`src/rtl/terminal_ingress_queue_pkg.sv`:
```
// Shared packet layout and address helpers for the terminal ingress path.
// Field offsets are counted down from the packet MSB so that they work for any pckg_sz.
package terminal_ingress_queue_pkg;

    localparam int NXT_JUMP_W   = 8;
    localparam int ADDR_W       = 4;
    localparam int CNT_W        = 16;

    // Offsets of each field's MSB below the packet MSB.
    localparam int NXT_JUMP_OFS = 0;
    localparam int ROW_OFS      = 8;
    localparam int COL_OFS      = 12;

    typedef logic [ADDR_W-1:0] addr_t;
    typedef logic [CNT_W-1:0]  cnt_t;

    // A destination is a border terminal: the top or bottom ring (row 0 or rows+1) at an
    // in-range column, or the left or right ring (col 0 or cols+1) at an in-range row.
    // Corners and interior router positions are never valid terminals.
    function automatic logic dest_valid(addr_t row, addr_t col, int rows, int cols);
        int   r;
        int   c;
        logic row_ring;
        logic col_ring;
        r        = int'(row);
        c        = int'(col);
        row_ring = ((r == 0) || (r == rows + 1)) && (c >= 1) && (c <= cols);
        col_ring = ((c == 0) || (c == cols + 1)) && (r >= 1) && (r <= rows);
        return row_ring || col_ring;
    endfunction

    // Event counters stick at all-ones rather than wrapping back to zero.
    function automatic cnt_t sat_inc(cnt_t value, logic en);
        if (en && (value != '1)) begin
            return value + cnt_t'(1);
        end
        return value;
    endfunction

endpackage

```
`src/rtl/terminal_ingress_queue_if.sv`:
```
// Source-side and mesh-side handshake of the terminal ingress queue.
interface terminal_ingress_queue_if #(
    parameter int pckg_sz = 40
);
    logic               push;
    logic [pckg_sz-1:0] data_in;
    logic               full;
    logic               pndng_i_in;
    logic [pckg_sz-1:0] data_out_i_in;
    logic               popin;
    logic               drop;

    // The master drives packets in and pops them toward the mesh.
    modport master (
        output push, data_in, popin,
        input  full, pndng_i_in, data_out_i_in, drop
    );

    // The queue itself.
    modport slave (
        input  push, data_in, popin,
        output full, pndng_i_in, data_out_i_in, drop
    );
endinterface

```
`src/rtl/terminal_ingress_queue_addr_chk.sv`:
```
// Combinational destination check: the address must be a border terminal and not ourselves.
module terminal_addr_chk
    import terminal_ingress_queue_pkg::*;
#(
    parameter int ROWS   = 4,
    parameter int COLUMS = 4,
    parameter int id_row = 0,
    parameter int id_col = 1
) (
    input  addr_t row,
    input  addr_t col,
    output logic  addr_ok
);

    // Reject invalid terminals and packets addressed back to this terminal.
    always_comb begin
        addr_ok = dest_valid(row, col, ROWS, COLUMS) &&
                  !((row == ADDR_W'(id_row)) && (col == ADDR_W'(id_col)));
    end

endmodule

```
`src/rtl/terminal_ingress_queue.sv`:
```
// First-word-fall-through ingress queue between a terminal source and the mesh.
// Packets with a bad or self destination are dropped; accepted packets get Nxt_jump cleared.
module terminal_ingress_queue
    import terminal_ingress_queue_pkg::*;
#(
    parameter int pckg_sz    = 40,
    parameter int fifo_depth = 4,
    parameter int ROWS       = 4,
    parameter int COLUMS     = 4,
    parameter int id_row     = 0,
    parameter int id_col     = 1
) (
    input  logic                      clk,
    input  logic                      reset,
    terminal_ingress_queue_if.slave   q_if,
    output cnt_t                      accepted_cnt,
    output cnt_t                      dropped_cnt,
    output cnt_t                      overflow_cnt
);

    localparam int PTR_W = $clog2(fifo_depth);
    localparam int OCC_W = PTR_W + 1;

    logic [pckg_sz-1:0] mem_q [fifo_depth];
    logic [PTR_W-1:0]   wr_ptr_q, wr_ptr_d;
    logic [PTR_W-1:0]   rd_ptr_q, rd_ptr_d;
    logic [OCC_W-1:0]   occ_q, occ_d;
    logic               full_q, full_d;
    logic               drop_q, drop_d;
    cnt_t               accepted_cnt_q, accepted_cnt_d;
    cnt_t               dropped_cnt_q, dropped_cnt_d;
    cnt_t               overflow_cnt_q, overflow_cnt_d;

    logic               addr_ok;
    logic               do_pop;
    logic               do_push;
    logic               do_overflow;
    logic [pckg_sz-1:0] wr_data;

    terminal_addr_chk #(
        .ROWS   (ROWS),
        .COLUMS (COLUMS),
        .id_row (id_row),
        .id_col (id_col)
    ) u_addr_chk (
        .row     (q_if.data_in[pckg_sz-1-ROW_OFS -: ADDR_W]),
        .col     (q_if.data_in[pckg_sz-1-COL_OFS -: ADDR_W]),
        .addr_ok (addr_ok)
    );

    // Classify this cycle's push/pop and compute the next queue and counter state.
    always_comb begin
        // NOTE: every always_comb output is given a value up front so no path can infer a latch.
        wr_data     = q_if.data_in;
        wr_data[pckg_sz-1-NXT_JUMP_OFS -: NXT_JUMP_W] = '0;

        // A pop needs a head; popin on an empty queue is ignored, even alongside a push.
        do_pop      = q_if.popin && (occ_q != '0);
        do_push     = q_if.push && addr_ok && (!full_q || do_pop);
        do_overflow = q_if.push && addr_ok && full_q && !do_pop;
        drop_d      = q_if.push && !addr_ok;

        wr_ptr_d    = do_push ? wr_ptr_q + PTR_W'(1) : wr_ptr_q;
        rd_ptr_d    = do_pop  ? rd_ptr_q + PTR_W'(1) : rd_ptr_q;
        occ_d       = occ_q + OCC_W'(do_push) - OCC_W'(do_pop);
        full_d      = (occ_d == OCC_W'(fifo_depth));

        accepted_cnt_d = sat_inc(accepted_cnt_q, do_push);
        dropped_cnt_d  = sat_inc(dropped_cnt_q, drop_d);
        overflow_cnt_d = sat_inc(overflow_cnt_q, do_overflow);
    end

    // Control state and counters; reset empties the queue and clears all statistics.
    always_ff @(posedge clk or negedge reset) begin
        // NOTE: sequential state uses non-blocking assignments so every flop samples pre-edge values.
        if (!reset) begin
            wr_ptr_q       <= '0;
            rd_ptr_q       <= '0;
            occ_q          <= '0;
            full_q         <= 1'b0;
            drop_q         <= 1'b0;
            accepted_cnt_q <= '0;
            dropped_cnt_q  <= '0;
            overflow_cnt_q <= '0;
        end else begin
            wr_ptr_q       <= wr_ptr_d;
            rd_ptr_q       <= rd_ptr_d;
            occ_q          <= occ_d;
            full_q         <= full_d;
            drop_q         <= drop_d;
            accepted_cnt_q <= accepted_cnt_d;
            dropped_cnt_q  <= dropped_cnt_d;
            overflow_cnt_q <= overflow_cnt_d;
        end
    end

    // Packet storage, written at the tail on every accepted push.
    always_ff @(posedge clk) begin
        // NOTE: storage has no reset; occupancy alone decides which entries are meaningful.
        if (do_push) begin
            mem_q[wr_ptr_q] <= wr_data;
        end
    end

    assign q_if.data_out_i_in = mem_q[rd_ptr_q];
    assign q_if.pndng_i_in    = (occ_q != '0);
    assign q_if.full          = full_q;
    assign q_if.drop          = drop_q;
    assign accepted_cnt       = accepted_cnt_q;
    assign dropped_cnt        = dropped_cnt_q;
    assign overflow_cnt       = overflow_cnt_q;

endmodule

```
`src/flat_wrapper.sv`:
```
// flat-port wrapper written by rule: the top's interface ports become plain ports
module terminal_ingress_queue_flat import terminal_ingress_queue_pkg::*;
#(
    parameter int pckg_sz    = 40,
    parameter int fifo_depth = 4,
    parameter int ROWS       = 4,
    parameter int COLUMS     = 4,
    parameter int id_row     = 0,
    parameter int id_col     = 1
)
  (clk, reset, accepted_cnt, dropped_cnt, overflow_cnt, q_if_push, q_if_data_in, q_if_popin, q_if_full, q_if_pndng_i_in, q_if_data_out_i_in, q_if_drop);
  terminal_ingress_queue_if #(.pckg_sz(pckg_sz)) q_if_i ();
  input  logic clk;
  input  logic reset;
  output cnt_t accepted_cnt;
  output cnt_t dropped_cnt;
  output cnt_t overflow_cnt;
  input wire logic [$bits(q_if_i.push)-1:0] q_if_push;
  input wire logic [$bits(q_if_i.data_in)-1:0] q_if_data_in;
  input wire logic [$bits(q_if_i.popin)-1:0] q_if_popin;
  output wire logic [$bits(q_if_i.full)-1:0] q_if_full;
  output wire logic [$bits(q_if_i.pndng_i_in)-1:0] q_if_pndng_i_in;
  output wire logic [$bits(q_if_i.data_out_i_in)-1:0] q_if_data_out_i_in;
  output wire logic [$bits(q_if_i.drop)-1:0] q_if_drop;
  assign q_if_i.push = q_if_push;
  assign q_if_i.data_in = q_if_data_in;
  assign q_if_i.popin = q_if_popin;
  assign q_if_full = q_if_i.full;
  assign q_if_pndng_i_in = q_if_i.pndng_i_in;
  assign q_if_data_out_i_in = q_if_i.data_out_i_in;
  assign q_if_drop = q_if_i.drop;
  terminal_ingress_queue #(.pckg_sz(pckg_sz), .fifo_depth(fifo_depth), .ROWS(ROWS), .COLUMS(COLUMS), .id_row(id_row), .id_col(id_col)) u_core (.clk(clk), .reset(reset), .q_if(q_if_i), .accepted_cnt(accepted_cnt), .dropped_cnt(dropped_cnt), .overflow_cnt(overflow_cnt));
endmodule
```
`config.mk`:
```
export PLATFORM = sky130hd
export DESIGN_NAME = terminal_ingress_queue_flat
export DESIGN_NICKNAME = d
export VERILOG_FILES = /design/src/rtl/terminal_ingress_queue_pkg.sv /design/src/rtl/terminal_ingress_queue_if.sv /design/src/rtl/terminal_ingress_queue_addr_chk.sv /design/src/rtl/terminal_ingress_queue.sv /design/src/flat_wrapper.sv
export SDC_FILE = /design/constraint.sdc
export NUM_CORES = 1
export LEC_CHECK = 0
export CAP_MARGIN = 20
export CORE_UTILIZATION = 35
export DETAILED_ROUTE_END_ITERATION = 10
export DONT_BUFFER_PORTS = 1
export HOLD_SLACK_MARGIN = 0.1
export SYNTH_ARGS = -nofsm -noshare
export SYNTH_HDL_FRONTEND = slang
export SYNTH_SLANG_ARGS = --single-unit
```
`constraint.sdc`:
```
create_clock -name clk -period 2.6 [get_ports clk]
set_input_delay 0.78 -clock clk [delete_from_list [all_inputs] [get_ports clk]]
set_output_delay 0.78 -clock clk [all_outputs]
set_load 0.005 [all_outputs]
```
==> results_dict.tcl <==
set metrics [dict create \
    status "finished, final reports clean" \
    drtPass1Iterations 4 \
    layout_min_cycle_time_ns 2.46 \
    buffer_count_from_post_cts_setup_fixing 0 \
    min_period_over_period 0.946 \
    wl_um 14500 \
    timing.fmax_mhz 407 \
    tritoncts_clock_tree "yes" \
    rsz0062_at_grt "no" \
    skew_ns 0.0152 \
    floorplan.initialDensity 0.360 \
    fin_total_pwr_w 0.00762 \
    n_antenna_cell 0 \
    clock_power_share 0.345 \
    timing.rr.end "u_core.q_if.full" \
    synth_top_cell_area_share 0.505 \
    cts-root-buf "clkbuf_16" \
    ir_worst_vdd_uv 446 \
    power_switching_w 0.00215 \
    leak_pwr_nw 3.18 \
    final_nets 531 \
    fillCellCount 1854 \
    inserted_clock_buffers 17 \
    dieHeight_um 149 \
    synth_seq_cells 185 \
    pwr-share-seq 0.463 \
    timing.critical_path.arrival_ns 1.68 \
    dr.first_iter.drc_count 195 \
    power.switching_fraction 0.283 \
    drt.antenna.violating_nets 0 \
    timing.rr.start "u_core.occ_q[0]" \
    drt-wirelength-per-cell_um 18.9 \
    synth.top_cells.by_area "edfxtp_1 (50%), dfrtp_1 (19%), mux4_2 (9.5%), xnor2_1 (3.7%), xor2_1 (1.7%)" \
    power_report.internal_total_w 0.00547 \
    final_design_utilization 0.419 \
    comb_power_share 0.192 \
    critical_path_required_ns 1.82 \
    maxCapViolCount 0 \
    cts.reportedPaths.clkPinSlew_ns 0.08 \
    worstHoldPathType "in -> async" \
    synth-warning-count 0 \
    critical_path_peak_fanout 13 \
    synth-seq-area-share 0.692 \
    drc 0 \
    final_critical_path_setup_slack_ns 0.142 \
    ratio_of_cells_with_drive_above_1_in_the_final_layout 0.237 \
    worst_setup_path_start_kind "register" \
    die_outline_width_um 149 \
    criticalPathCategory "reg -> out" \
    route.detailed.vias_per_inst 5.11 \
    post-place-ws_ns -0.212 \
    synth_cells 449 \
    std_cell_rows 53 \
    final-setup-viol-count 0 \
    cts.sinks 185 \
    grt_start_max_net_pins 58 \
    gr-total-overflow 0 \
    detailroute.via_count 3907 \
    netlist_area_um2 7610 \
    timing.reg2reg.setup_slack_ns 0.17 \
    final_gp_congestion 0.739 \
    grt_first_pass_wirelength_um 22700 \
    antenna_violations_before_repair 0 \
    finalHoldViolations 0 \
    power_per_cell_area_nw_per_um2 859 \
    worst_setup_path_end_kind "output pin" \
    floorplan.core_area_um2 21200 \
    global_route.usage.total 0.137 \
    worst-r2r-cell-count 10 \
    design.die.area_um2 22300 \
    vias_in_the_first_global_route 4094 \
    h_tree_depth 4 \
    io_buffers 0 \
    syn2layout_area_growth_pct 16.5 \
    avgSynthCellArea_um2 17.0 \
    synthDominantAreaCellType "edfxtp_1" \
    clkLatencyLatePin_ns 0.43 \
    synth.lib_cells_used.distinct 45 \
    top_level_ports 135 \
    hpwl_um 9530 \
    timing.final.max_slew_violations 0 \
    clock_path_buffers 2 \
]
[critical path, cell delays in order, from the launching register on]
cell	delay [ns]
dfrtp_2	0.39
buf_4	0.29
mux4_2	0.58
[timing repair]
item / CTS / global route
setup endpoints to repair: 0 / 1
hold buffers: 1 / 0
endpoints found under the hold margin: 57 / 0
gates resized for setup: 0 / 1
[metal layers]
metal	global-route usage	part of all wire	routed length, µm
met2	0.225	0.50	7180
met3	0.0683	0.094	1370
met5	0	0	0
met1	0.154	0.40	5770
met4	0.0469	0.011	163
[per-stage QoR]
step	setup TNS (ns)	instance area (µm²)	hold slack, ns	std cells
after CTS	0	8860	0.203	765
final	0	8870	0.194	765
after global placement	-0.0666	8220	0.486	732
after global routing	0	8870	0.195	765
after detailed placement	-0.212	8220	0.486	732
after floorplan	-0.0525	7700	0.477	456
[logic make-up (layout without fill, tap and decap cells)]
logic type,count (synthesis),count (layout),synth area share
AO/OA/AOI/OAI,11,11,0.0136
XOR/XNOR,47,47,0.0541
adder cells (fa/ha/maj),10,10,0.0174
buffers and inverters,30,64,0.0212
flip-flops,185,185,0.692
multiplexers,39,39,0.106
other,1,8,0.000493
AND/OR/NAND/NOR,126,126,0.0955
[power groups by stage]
stage	sequential [W]	combinational, W	clock [W]
finish	0.00353	0.00146	0.00263
CTS	0.00352	0.00152	0.00269
floorplan	0.00353	0.00113	0
global placement	0.00357	0.00145	0
global route	0.00356	0.00162	0.00280
detailed placement	0.00358	0.00149	0
[placed cells by master (no fill, tap or decap), drive strengths merged, types with 2 or more instances in the layout]
cell type,synthesis,routed
nor3b,5,5
nand2,20,20
nand3,24,24
or3,2,2
and4,7,7
mux2,7,7
inv,8,16
clkinv,0,6
conb,1,8
mux4,32,32
dfrtp,57,57
nor2,16,16
nand4,16,16
and3,14,14
o211ai,3,3
buf,17,24
or2,2,2
o31ai,2,2
xor2,15,15
edfxtp,128,128
ha,9,9
xnor2,32,32
nor3,8,8
nor4,2,2
nor2b,5,5
clkbuf,5,17
[flip-flops by register name (all words and copies together) (netlist names)]
register,cells
u_core.accepted_cnt,16
u_core.dropped_cnt,16
u_core.mem_q,128
u_core.occ_q,3
u_core.overflow_cnt,16
u_core.q_if.drop,1
u_core.q_if.full,1
u_core.rd_ptr_q,2
u_core.wr_ptr_q,2
[worst max path at each step]
stage               cells after the start  slack (ns)                      to               start
global placement                       11       -0.07        u_core.q_if.full    q_if_data_in[26]
floorplan                              11       -0.05        u_core.q_if.full    q_if_data_in[26]
detailed placement                     11       -0.21        u_core.q_if.full    q_if_data_in[29]
CTS                                    10        0.04        u_core.q_if.full     u_core.occ_q[2]
global route                           10        0.02        u_core.q_if.full     u_core.occ_q[0]
finish                                  2        0.14  q_if_data_out_i_in[28]  u_core.rd_ptr_q[0]
[layout make-up]
type	instances	area, µm²	share of cell area
Timing Repair Buffer	24	325	0.0367
Sequential cell	185	5270	0.594
Clock buffer	17	425	0.0480
Clock inverter	15	190	0.0214
Multi-Input combinational cell	241	2280	0.257
Tap cell	275	344	0.0388
Inverter	8	30.0	0.00339
[cells in the mapped netlist (all sizes together)]
cell / n
nand4: 16
nor2b: 5
mux2: 7
o31ai: 2
and3: 14
a21oi: 1
conb: 1
o211ai: 3
nand3: 24
and3b: 1
xor2: 15
nor3b: 5
o21ai: 1
o311ai: 1
or3: 2
nand2: 20
and2: 1
and4: 7
xnor2: 32
a21boi: 1
inv: 8
nor2: 16
nor4b: 1
mux4: 32
dfrtp: 57
buf: 17
nand2b: 1
a211oi: 1
nor3: 8
or2: 2
fa: 1
edfxtp: 128
a31oi: 1
clkbuf: 5
nor4: 2
nand3b: 1
ha: 9
(Power assumes the default switching activity.)
